[config.mk]
export PLATFORM = sky130hd
export DESIGN_NAME = snake_move_ctrl_flat
export DESIGN_NICKNAME = d
export VERILOG_FILES = /design/src/rtl/snake_move_ctrl_if.sv /design/src/rtl/snake_move_ctrl.sv /design/src/flat_wrapper.sv
export SDC_FILE = /design/constraint.sdc
export NUM_CORES = 1
export LEC_CHECK = 0
export BUFFER_PORTS_ARGS = -buffer_cell sky130_fd_sc_hd__buf_2
export CAP_MARGIN = 20
export CORE_UTILIZATION = 44
export CTS_CLUSTER_SIZE = 12
export DETAILED_ROUTE_END_ITERATION = 10
export GPL_TIMING_DRIVEN = 0
export PLACE_DENSITY = 0.8
export SLEW_MARGIN = 20
export SYNTH_ARGS = -nofsm -noshare
export SYNTH_HDL_FRONTEND = slang
export SYNTH_SLANG_ARGS = --single-unit
export TNS_END_PERCENT = 50
[constraint.sdc]
create_clock -name Clock -period 2.09 [get_ports Clock]
set_input_delay 0.3135 -clock Clock [delete_from_list [all_inputs] [get_ports Clock]]
set_output_delay 0.3135 -clock Clock [all_outputs]
set_load 0.05 [all_outputs]
[src/rtl/snake_move_ctrl_if.sv]
// Signal bundle between the snake head sequencer and the rest of the game.
// The sequencer side uses the slave modport; the board/player side uses master.
interface snake_move_ctrl_if;
    logic              start;
    logic              pause;
    logic              L;
    logic              R;
    logic              U;
    logic              D;
    logic              body_hit;
    logic [2:0]        next_x;
    logic [2:0]        next_y;
    logic [7:0][7:0]   head_position;
    logic              tracking;
    logic              snake;
    logic              game_over;
    logic [1:0]        dir;
    logic [7:0]        move_count;

    modport master (
        output start, pause, L, R, U, D, body_hit,
        input  next_x, next_y, head_position, tracking,
        input  snake, game_over, dir, move_count
    );

    modport slave (
        input  start, pause, L, R, U, D, body_hit,
        output next_x, next_y, head_position, tracking,
        output snake, game_over, dir, move_count
    );
endinterface

[src/rtl/snake_move_ctrl.sv]
// Snake head sequencer: move ticks, direction latch, head stepping, game over.
// Define SNAKE_MOVE_WRAP_EN for a toroidal board (no wall collisions).
module snake_move_ctrl #(
    parameter int TICK_DIV = 8,
    parameter int START_X  = 0,
    parameter int START_Y  = 0
) (
    input  logic               Clock,
    input  logic               reset,
    snake_move_ctrl_if.slave   bus
);

    typedef enum logic [1:0] {IDLE, RUN, PAUSE, OVER} state_t;

    localparam logic [1:0] D_R = 2'd0;
    localparam logic [1:0] D_L = 2'd1;
    localparam logic [1:0] D_U = 2'd2;
    localparam logic [1:0] D_D = 2'd3;

    localparam logic [2:0] SX  = 3'(START_X);
    localparam logic [2:0] SY  = 3'(START_Y);
    localparam logic [7:0] TOP = 8'(TICK_DIV - 1);

`ifdef SNAKE_MOVE_WRAP_EN
    localparam bit WRAP = 1'b1;
`else
    localparam bit WRAP = 1'b0;
`endif

    state_t     state_q, state_d;
    logic [2:0] hx_q, hx_d;
    logic [2:0] hy_q, hy_d;
    logic [1:0] dir_q, dir_d;
    logic [1:0] pend_q, pend_d;
    logic [7:0] cnt_q, cnt_d;
    logic [7:0] moves_q, moves_d;
    logic       track_q, track_d;

    logic [2:0] cx, cy;
    logic       at_edge;
    logic       wall;
    logic       tick;
    logic       btn_any;
    logic [1:0] btn;
    logic       latch;

    // Candidate cell; 3-bit arithmetic already wraps modulo 8.
    always_comb begin
        cx      = hx_q;
        cy      = hy_q;
        at_edge = 1'b0;
        unique case (pend_q)
            D_R: begin
                at_edge = (hx_q == 3'd7);
                cx      = hx_q + 3'd1;
            end
            D_L: begin
                at_edge = (hx_q == 3'd0);
                cx      = hx_q - 3'd1;
            end
            D_U: begin
                at_edge = (hy_q == 3'd0);
                cy      = hy_q - 3'd1;
            end
            D_D: begin
                at_edge = (hy_q == 3'd7);
                cy      = hy_q + 3'd1;
            end
        endcase
        wall = at_edge & ~WRAP;
        if (wall) begin
            cx = hx_q;
            cy = hy_q;
        end
    end

    // Button priority L > R > U > D; reversals against the applied dir drop.
    always_comb begin
        btn_any = bus.L | bus.R | bus.U | bus.D;
        btn     = D_D;
        if (bus.L)
            btn = D_L;
        else if (bus.R)
            btn = D_R;
        else if (bus.U)
            btn = D_U;
        latch = btn_any && (btn != (dir_q ^ 2'b01));
    end

    assign tick = (state_q == RUN) && !bus.pause && (cnt_q == TOP);

    always_ff @(posedge Clock) begin
        if (reset) begin
            state_q <= IDLE;
            hx_q    <= SX;
            hy_q    <= SY;
            dir_q   <= D_R;
            pend_q  <= D_R;
            cnt_q   <= '0;
            moves_q <= '0;
            track_q <= 1'b0;
        end else begin
            state_q <= state_d;
            hx_q    <= hx_d;
            hy_q    <= hy_d;
            dir_q   <= dir_d;
            pend_q  <= pend_d;
            cnt_q   <= cnt_d;
            moves_q <= moves_d;
            track_q <= track_d;
        end
    end

    always_comb begin
        state_d = state_q;
        hx_d    = hx_q;
        hy_d    = hy_q;
        dir_d   = dir_q;
        pend_d  = pend_q;
        cnt_d   = cnt_q;
        moves_d = moves_q;
        track_d = 1'b0;
        unique case (state_q)
            IDLE, OVER: begin
                cnt_d = '0;
                if (bus.start) begin
                    state_d = RUN;
                    hx_d    = SX;
                    hy_d    = SY;
                    dir_d   = D_R;
                    pend_d  = D_R;
                    moves_d = '0;
                end
            end
            RUN: begin
                if (latch)
                    pend_d = btn;
                if (tick) begin
                    cnt_d = '0;
                    if (wall || bus.body_hit) begin
                        state_d = OVER;
                    end else begin
                        hx_d    = cx;
                        hy_d    = cy;
                        dir_d   = pend_q;
                        track_d = 1'b1;
                        if (moves_q != 8'hFF)
                            moves_d = moves_q + 8'd1;
                    end
                end else begin
                    // Pause on the tick cycle holds the counter at TOP.
                    if (cnt_q != TOP)
                        cnt_d = cnt_q + 8'd1;
                    if (bus.pause)
                        state_d = PAUSE;
                end
            end
            PAUSE: begin
                if (latch)
                    pend_d = btn;
                if (!bus.pause)
                    state_d = RUN;
            end
        endcase
    end

    always_comb begin
        bus.head_position             = '0;
        bus.head_position[hy_q][hx_q] = 1'b1;
    end

    assign bus.next_x     = cx;
    assign bus.next_y     = cy;
    assign bus.tracking   = track_q;
    assign bus.snake      = (state_q == RUN) || (state_q == PAUSE);
    assign bus.game_over  = (state_q == OVER);
    assign bus.dir        = dir_q;
    assign bus.move_count = moves_q;

endmodule

[src/flat_wrapper.sv]
// flat-port wrapper written by rule: the top's interface ports become plain ports
module snake_move_ctrl_flat 
#(
    parameter int TICK_DIV = 8,
    parameter int START_X  = 0,
    parameter int START_Y  = 0
)
  (Clock, reset, bus_start, bus_pause, bus_L, bus_R, bus_U, bus_D, bus_body_hit, bus_next_x, bus_next_y, bus_head_position, bus_tracking, bus_snake, bus_game_over, bus_dir, bus_move_count);
  snake_move_ctrl_if bus_i ();
  input  logic Clock;
  input  logic reset;
  input wire logic [$bits(bus_i.start)-1:0] bus_start;
  input wire logic [$bits(bus_i.pause)-1:0] bus_pause;
  input wire logic [$bits(bus_i.L)-1:0] bus_L;
  input wire logic [$bits(bus_i.R)-1:0] bus_R;
  input wire logic [$bits(bus_i.U)-1:0] bus_U;
  input wire logic [$bits(bus_i.D)-1:0] bus_D;
  input wire logic [$bits(bus_i.body_hit)-1:0] bus_body_hit;
  output wire logic [$bits(bus_i.next_x)-1:0] bus_next_x;
  output wire logic [$bits(bus_i.next_y)-1:0] bus_next_y;
  output wire logic [$bits(bus_i.head_position)-1:0] bus_head_position;
  output wire logic [$bits(bus_i.tracking)-1:0] bus_tracking;
  output wire logic [$bits(bus_i.snake)-1:0] bus_snake;
  output wire logic [$bits(bus_i.game_over)-1:0] bus_game_over;
  output wire logic [$bits(bus_i.dir)-1:0] bus_dir;
  output wire logic [$bits(bus_i.move_count)-1:0] bus_move_count;
  assign bus_i.start = bus_start;
  assign bus_i.pause = bus_pause;
  assign bus_i.L = bus_L;
  assign bus_i.R = bus_R;
  assign bus_i.U = bus_U;
  assign bus_i.D = bus_D;
  assign bus_i.body_hit = bus_body_hit;
  assign bus_next_x = bus_i.next_x;
  assign bus_next_y = bus_i.next_y;
  assign bus_head_position = bus_i.head_position;
  assign bus_tracking = bus_i.tracking;
  assign bus_snake = bus_i.snake;
  assign bus_game_over = bus_i.game_over;
  assign bus_dir = bus_i.dir;
  assign bus_move_count = bus_i.move_count;
  snake_move_ctrl #(.TICK_DIV(TICK_DIV), .START_X(START_X), .START_Y(START_Y)) u_core (.Clock(Clock), .reset(reset), .bus(bus_i));
endmodule
; ---- Word level (Yosys, flattened, before mapping)
; Index checks and enable logic that the tools add are counted.
; W data, S select, Z words.
[totals]
ff_bits = 29
in_bits = 9
[op_classes]
n_addsub = 6
n_lt_le_gt_ge = 4
eq_ne = 21
n_mux = 40
bitwise_logic = 6
n_reduce_logical = 21
[ops]
columns = operator, n
row1 = $mux W8, 7
row2 = $pmux W8 S2, 2
row3 = $demux W8 S3, 1
row4 = $pmux W3 S2, 4
row5 = $mux W2, 11
row6 = $mux W3, 7
row7 = $add A8 B1 Y8 const B, 2
row8 = $eq A2 B2 Y1 const B, 4
row9 = $eq A8 B3 Y1 const B, 1
row10 = $lt A3 B4 Y1 const B, 2
row11 = $ne A2 B2 Y1 const B, 4
row12 = $ne A8 B3 Y1 const B, 1
row13 = $ne A8 B8 Y1 const B, 1
row14 = $pmux W2 S2, 2
row15 = $reduce_and A4 Y1, 2
row16 = $add A3 B1 Y3 const B, 2
row17 = $eq A3 B3 Y1 const B, 2
row18 = $ge A3 B1 Y1 const B, 2
row19 = $logic_not A3 Y1, 2
row20 = $ne A3 B2 Y1 const B, 2
row21 = $pmux W2 S3, 1
row22 = $sub A3 B1 Y3 const B, 2
row23 = $logic_and A1 B1 Y1, 5
row24 = $reduce_and A5 Y1, 1
row25 = other kinds (16), 28

; ---- Logic depth before layout (Yosys ltp)
; Gate-level depths: netlist of run 1.
[depth]
depth_word = 7
mapped_depth = 8

; ---- Least setup slack after synthesis of run 1
; No wires, ideal clock.
[synth_path]
path_kind = flip-flop to output port
start = reg u_core.pend_q[1]
end = out bus_next_y[0]
arrival_ns = 2.445
setup_slack_ns = -0.669
stages_incl_launch_ff = 7
cell_sequence = dfxtp_1 inv_1 ha_1 or4b_4 a32oi_4 nor2_1 xnor2_1
[synth_between]
elab_chain_len = 3
word_cells_on_any_way = 7
cone_classes = eq/ne: 3 / mux: 3 / reduce/logical: 1
[synth_rtl]
columns = element, line_no
row1 = "start, declared", snake_move_ctrl.sv:34  ; logic [1:0] pend_q, pend_d;
row2 = "start signal, assigned", snake_move_ctrl.sv:107  ; pend_q <= pend_d;
row3 = "$eq A2 B2 Y1, or another cell as far along", snake_move_ctrl.sv:52  ; unique case (pend_q)
row4 = $pmux W1 S4 / $pmux W3 S2 (equally long branches), snake_move_ctrl.sv:52
row5 = $mux W3 *, snake_move_ctrl.sv:71  ; if (wall) begin
row6 = "end, declared", flat_wrapper.sv:20  ; output wire logic [$bits(bus_i.next_y)-1:0] bus_next_y;
; Mark *: on every way between the ends. The rest lies on a longest branch, timed or not.

; ---- Worst setup path after layout of run 1
[layout_path]
start = reg u_core.pend_q[1]
end = out bus_next_x[1]
[layout_between]
elab_chain_len = 3
word_cells_on_any_way = 7
cone_classes = eq/ne: 3 / mux: 3 / reduce/logical: 1
[layout_rtl]
columns = element, line_no
row1 = "$eq A2 B2 Y1, or another cell as far along", snake_move_ctrl.sv:52
row2 = $pmux W1 S4 / $pmux W3 S2 (equally long branches), snake_move_ctrl.sv:52
row3 = $mux W3 *, snake_move_ctrl.sv:71
row4 = "end, declared", flat_wrapper.sv:19  ; output wire logic [$bits(bus_i.next_x)-1:0] bus_next_x;
; Marked as above.

==> results.sh, run 1 <==
export IMPL_setup_violations=27
export IMPL_crit_fanout=4
export IMPL_final_cells=485
export IMPL_die_x_um=72.8
export IMPL_finalClockSkew_ns=0.00920
export IMPL_p_sw_uw=560
export IMPL_track_usage_pct=26.0
export IMPL_worst_path_max_delay_cell="or4b_4"
export IMPL_yosysMostFrequentCell="nor2_1"
export IMPL_initial_core_util_pct=46.1
export IMPL_h_tree_depth=2
export IMPL_ff2ff_path_depth=12
export IMPL_peakVddDrop_v=0.000424
export IMPL_hold_violations=0
export IMPL_clkSinkCount=29
export IMPL_clk_latency_ns=0.29
export IMPL_whs_ns=0.294
export IMPL_synthDistinctLibCells=55
export IMPL_violations="negative setup slack"
export IMPL_synth_area_top_cells="dfxtp_1, nor2_1, ha_1"
export IMPL_netlist_area_leader_share_pct=26.3
export IMPL_netlist_area_um2=2200
export IMPL_portBuffers=90
export IMPL_r2r_start="u_core.pend_q[1]"
export IMPL_setup_worst_path_start_class="flip-flop"
export IMPL_ys_seq_elements=29
export IMPL_area_growth_pct=63.0
export IMPL_cts_buffers=5
export IMPL_rows=25
export IMPL_cts_tree="done"
export IMPL_dr_pass1_iters=6
export IMPL_cpPeakStageDelay_ns=0.48
export IMPL_antenna_found_initial=0
export IMPL_syn_inst=299
export IMPL_fin_util_pct=75.1
export IMPL_end_kind="output port"
export IMPL_synthTopCellsByCount="nor2_1, dfxtp_1, nand3_1"
export IMPL_syn_avg_cell_area_um2=7.37
export IMPL_p_per_area_nw_per_um2=448
export IMPL_r2r_end="u_core.hx_q[1]"
export IMPL_diodes=0
export IMPL_nNetsFinal=438
export IMPL_vias=2685
export IMPL_dpl_hpwl_um=4650
export IMPL_wl_um=7550
export IMPL_timing_final_ws_setup_ns=-0.427
export IMPL_synth_nets=320
export IMPL_period_needed_ns=2.52
export IMPL_grt_pass1_vias=2312
export IMPL_drt_iter0_drc=158
export IMPL_maxSlewViolCount=0
export IMPL_power_internal_uw=1050
export IMPL_required_ns=1.78
export IMPL_power_frac_clock_pct=27.7
export IMPL_crit_type="reg -> out"
export IMPL_ios=92
export IMPL_dieArea_um2=5300
export IMPL_power_leakage_uw=0.00149
export IMPL_synth_warnings=0
export IMPL_synth_edf_count=0
export IMPL_place_gp_congestion=0.820
export IMPL_hold_start="bus_body_hit"
export IMPL_place_inst=456
export IMPL_hold_depth=2
export IMPL_clockRootBuffer="clkbuf_8"
export IMPL_grt_ovfl_total=0
export IMPL_holdPathEnd="u_core.bus.tracking"
export IMPL_clk_pin_slew_worst_paths_ns=0.06
export IMPL_synth_area_leader_cell="dfxtp_1"
export IMPL_core_area_um2=4790
export IMPL_async_reset_ff_share_pct=0
export IMPL_synth_seq_area_share_pct=26.3
export IMPL_relSlewSlack_pct=51.2
export IMPL_clock_fmax_mhz=397
export IMPL_status="finished with violations"
export IMPL_ff2ff_setup_slack_ns=-0.34
export IMPL_grt_pass1_wl_um=10700
export IMPL_swShare_pct=34.8
export IMPL_seqPwrFrac_pct=36.0
export IMPL_hp_class="in -> reg"
export IMPL_grt_start_max_net_pins=11
export IMPL_wire_per_inst_um=15.6
export IMPL_fin_crit_sh_pct=120
export IMPL_combPwrFrac_pct=36.3
export IMPL_vias_per_cell=5.54
export IMPL_ant_nets=0
export IMPL_cts_max_path_buffers=2
export IMPL_drive_gt1_share_pct=45.5
export IMPL_die_h_um=72.8
export IMPL_crit_chain="clkinv_4 > ha_4 > or4b_4 > a32o_2 > o21ai_4 > mux2_4 > buf_8"
export IMPL_rsz0062_at_grt="yes"
export IMPL_synth_ff_type="dfxtp_1"
export IMPL_hold_buffers=0
export IMPL_maxCapViolations=0
export IMPL_tightest_slew_ns=0.723
export IMPL_arrival_ns=2.20
export IMPL_drc=0
==> metrics by stage <==
| stage | setup TNS (ns) | power [uW] | cell area (um^2) | setup slack (ns) |
|---|---|---|---|---|
| final | -6.32 | 1610 | 3590 | -0.427 |
| after global routing | -8.87 | 1670 | 3590 | -0.505 |
| after CTS | -2.48 | 1530 | 3330 | -0.421 |
| after detailed placement | -5.09 | 972 | 2870 | -0.374 |
| after global placement | -4.76 | 966 | 2870 | -0.362 |
| after floorplan | -1.49 | 892 | 2340 | -0.159 |
==> layer usage <==
layer	wire length [um]	track usage (%)	share of wire, %	up-vias
li1	-	-	-	1284
met1	2900	28.2	38	1249
met2	4030	50.9	53	136
met3	453	2.76	6.0	16
met4	167	10.0	2.2	0
met5	0	0	0	-
==> state kept, by name (all words and copies together), names as in the netlist <==
register and flops:
u_core.cnt_q 8, u_core.bus.move_count 8, u_core.hx_q 3, u_core.bus.dir 2
u_core.state_q 2, u_core.pend_q 2, u_core.hy_q 3, u_core.bus.tracking 1
==> critical path, delay by kind of cell, from the launching register on <==
kind                     cells  cell delay [ns]
buffers and inverters        2             0.22
flip-flops                   1             0.38
adder cells (fa/ha/maj)      1             0.12
AO/OA/AOI/OAI                2             0.40
multiplexers                 1             0.33
AND/OR/NAND/NOR              1             0.48
==> final cells by class <==
type,instances,area (um^2)
Sequential cell,29,593
Multi-Input combinational cell,245,1910
Tap cell,67,83.8
Buffer,9,48.8
Clock buffer,8,80.1
Fill cell,322,1190
Inverter,12,52.6
Timing Repair Buffer,115,822
==> placed cells by master (no fill, tap or decap), drive strengths merged, types with 3 or more instances in the layout <==
master	instances
or3	7
nand3	17
xnor2	7
a21oi	11
a41oi	3
and3	4
o31ai	5
a211oi	5
nand4	4
xor2	5
nor2	89
nand2	14
inv	11
ha	10
and2	3
buf	106
nor3	5
o21ai	11
nand3b	7
clkbuf	26
dfxtp	29
nand2b	4
==> what timing repair did <==
| item | CTS | global route |
|---|---|---|
| setup endpoints to repair | 88 | 90 |
| buffers inserted | 15 | 11 |
| endpoints found under the hold margin | 0 | 0 |
| pin swaps | 17 | 25 |
| gates resized for setup | 74 | 50 |
| cloned | 0 | 0 |
==> worst max path at each step <==
stage | depth (start not counted) | startpoint | to
after floorplan | 6 | u_core.pend_q[1] | bus_next_y[0]
after global placement | 7 | u_core.pend_q[1] | bus_next_x[1]
after detailed placement | 7 | u_core.pend_q[1] | bus_next_x[1]
after CTS | 7 | u_core.pend_q[1] | bus_next_x[1]
after global routing | 10 | u_core.pend_q[1] | bus_next_y[1]
final | 7 | u_core.pend_q[1] | bus_next_x[1]
==> cell families (layout without fill, tap and decap cells) <==
group / count (synthesis) / count (layout) / synth area share, %
multiplexers: 3 / 3 / 1.42
flip-flops: 29 / 29 / 26.3
AND/OR/NAND/NOR: 161 / 161 / 34.6
adder cells (fa/ha/maj): 12 / 12 / 7.49
buffers and inverters: 25 / 144 / 4.60
AO/OA/AOI/OAI: 57 / 57 / 20.8
XOR/XNOR: 12 / 12 / 4.77
==> power by group through the flow <==
stage	clock [uW]	sequential [uW]	combinational, uW
after floorplan	0	589	302
after global placement	0	591	375
after detailed placement	0	591	381
after CTS	446	579	507
after global routing	476	581	618
final	445	579	583
No activity file was read; power rests on OpenSTA's default activity.
==> inputs of run 2 (changes only) <==
--- a/config.mk
+++ b/config.mk
@@ -11,7 +11,7 @@
 export CTS_CLUSTER_SIZE = 12
 export DETAILED_ROUTE_END_ITERATION = 10
 export GPL_TIMING_DRIVEN = 0
-export PLACE_DENSITY = 0.8
+export PLACE_DENSITY_LB_ADDON = 0.1
 export SLEW_MARGIN = 20
 export SYNTH_ARGS = -nofsm -noshare
 export SYNTH_HDL_FRONTEND = slang
==> run 2 against run 1 <==
Compared with the run above:
- the run still ends with negative setup slack left
- sequential power about the same
- cell count shrank 0.21%
- setup slack worse by 0.010 ns
- highest routed layer unchanged
- global-route usage is 1.3 points higher
- via count is 0.37% lower
- clock skew fell by 0.0032 ns
- total power rose by 0.66%
- sequential cell count is the same
- register-to-register slack got worse by 0.02 ns
- non-clock buffer count fell by 1
- combinational power is essentially flat
==> results.sh, run 2 (same netlist as run 1, synthesis figures left out) <==
export IMPL_placed_area_um2=2870
export IMPL_clock_fmax_mhz=396
export IMPL_vias=2675
export IMPL_antenna_found_initial=0
export IMPL_ios=92
export IMPL_drc=0
export IMPL_hold_buffers=0
export IMPL_finalClockSkew_ns=0.00595
export IMPL_grt_pass1_wl_um=11100
export IMPL_track_usage_pct=27.2
export IMPL_rsz0062_at_grt="yes"
export IMPL_setup_violations=22
export IMPL_tns_ns=-5.52
export IMPL_wl_um=7590
export IMPL_p_per_area_nw_per_um2=451
export IMPL_clkSinkCount=29
export IMPL_dieArea_um2=5300
export IMPL_startpoint="u_core.pend_q[0]"
export IMPL_end_kind="output port"
export IMPL_period_needed_ns=2.53
export IMPL_ant_nets=0
export IMPL_grt_use_met3_pct=4.70
export IMPL_dpl_hpwl_um=4700
export IMPL_r2r_start="u_core.pend_q[1]"
export IMPL_fin_util_pct=75.1
export IMPL_grt_use_met2_pct=50.4
export IMPL_rows=25
export IMPL_tightest_slew_ns=0.681
export IMPL_maxSlewViolCount=0
export IMPL_vias_per_cell=5.53
export IMPL_busiest_layer="met2"
export IMPL_fin_crit_sh_pct=121
export IMPL_cts_buffers=5
export IMPL_clk_latency_ns=0.29
export IMPL_relSlewSlack_pct=54.0
export IMPL_initial_core_util_pct=46.1
export IMPL_diodes=0
export IMPL_power_leakage_uw=0.00149
export IMPL_cts_max_path_buffers=2
export IMPL_crit_fanout=4
export IMPL_status="finished with violations"
export IMPL_arrival_ns=2.21
export IMPL_grt_start_max_net_pins=11
export IMPL_fin_total_pwr_uw=1620
export IMPL_required_ns=1.78
export IMPL_h_tree_depth=2
export IMPL_dr_pass1_iters=4
export IMPL_fin_area_um2=3590
export IMPL_drive_gt1_share_pct=47.0
export IMPL_timing_final_ws_setup_ns=-0.437
export IMPL_wire_per_inst_um=15.7
export IMPL_ff2ff_setup_slack_ns=-0.36
export IMPL_die_x_um=72.8
export IMPL_maxCapViolations=0
export IMPL_peakVddDrop_v=0.000375
export IMPL_hold_start="bus_body_hit"
export IMPL_violations="negative setup slack"
export IMPL_layout_commonest_cell="nor2_1"
export IMPL_hp_class="in -> reg"
export IMPL_nNetsFinal=437
export IMPL_final_cell_mix="nor2_1, buf_2, buf_4"
export IMPL_hold_violations=0
export IMPL_portBuffers=90
export IMPL_grt_pass1_vias=2340
export IMPL_area_growth_pct=62.9
export IMPL_setup_worst_path_start_class="flip-flop"
export IMPL_core_area_um2=4790
export IMPL_clockRootBuffer="clkbuf_8"
export IMPL_whs_ns=0.258
export IMPL_cts_tree="done"
export IMPL_grtUsageMet1_pct=31.0
export IMPL_grt_ovfl_total=0
export IMPL_crit_type="reg -> out"
export IMPL_place_gp_congestion=0.863
export IMPL_clk_pin_slew_worst_paths_ns=0.06
export IMPL_drt_iter0_drc=171
export IMPL_die_h_um=72.8
run 2: where the power goes:
| part | leakage, uW | switching (uW) | total, uW | internal, uW |
|---|---|---|---|---|
| clock | 0.0000395 | 224 | 461 | 236 |
| sequential | 0.000237 | 15.2 | 578 | 563 |
| combinational | 0.00121 | 334 | 580 | 245 |
| total | 0.00149 | 574 | 1620 | 1040 |
run 2: area by class of cell:
class / count / area [um^2]
well taps: 67 / 83.8
flip-flops and latches: 29 / 593
plain buffers: 9 / 51.3
multi-input cells: 245 / 1920
fillers: 332 / 1190
repair buffers: 114 / 818
inverters: 12 / 50.0
clock buffers: 8 / 80.1
run 2: stage by stage:
step	cells	worst slack (ns)
floorplan	299	-0.159
global placement	456	-0.365
detailed placement	456	-0.363
CTS	479	-0.415
global route	484	-0.481
finish	484	-0.437
run 2: path summary, 6_finish.rpt:
path,end,cells past startpoint
max,bus_next_x[1],7
min,u_core.bus.tracking,2
max reg2reg,u_core.hy_q[0],13
min reg2reg,u_core.bus.dir[1],2
run 2: per-layer routing:
metal | routed length, um | share of wire, %
met1 | 3070 | 40
met3 | 393 | 5.2
met5 | 0 | 0
met2 | 3910 | 52
met4 | 208 | 2.7
run 2: critical path: stages (launching register included):
cell and delay (ns):
dfxtp_4 0.37, inv_4 0.08, ha_4 0.12, or4b_4 0.48, a32o_2 0.31, o21ai_4 0.08
mux2_4 0.33, buf_8 0.15
run 2: repair_timing:
item | 4_1_cts | 5_1_grt
endpoints found under the setup margin | 88 | 86
pin swaps | 23 | 20
setup buffers | 18 | 6
gates resized for setup | 66 | 66
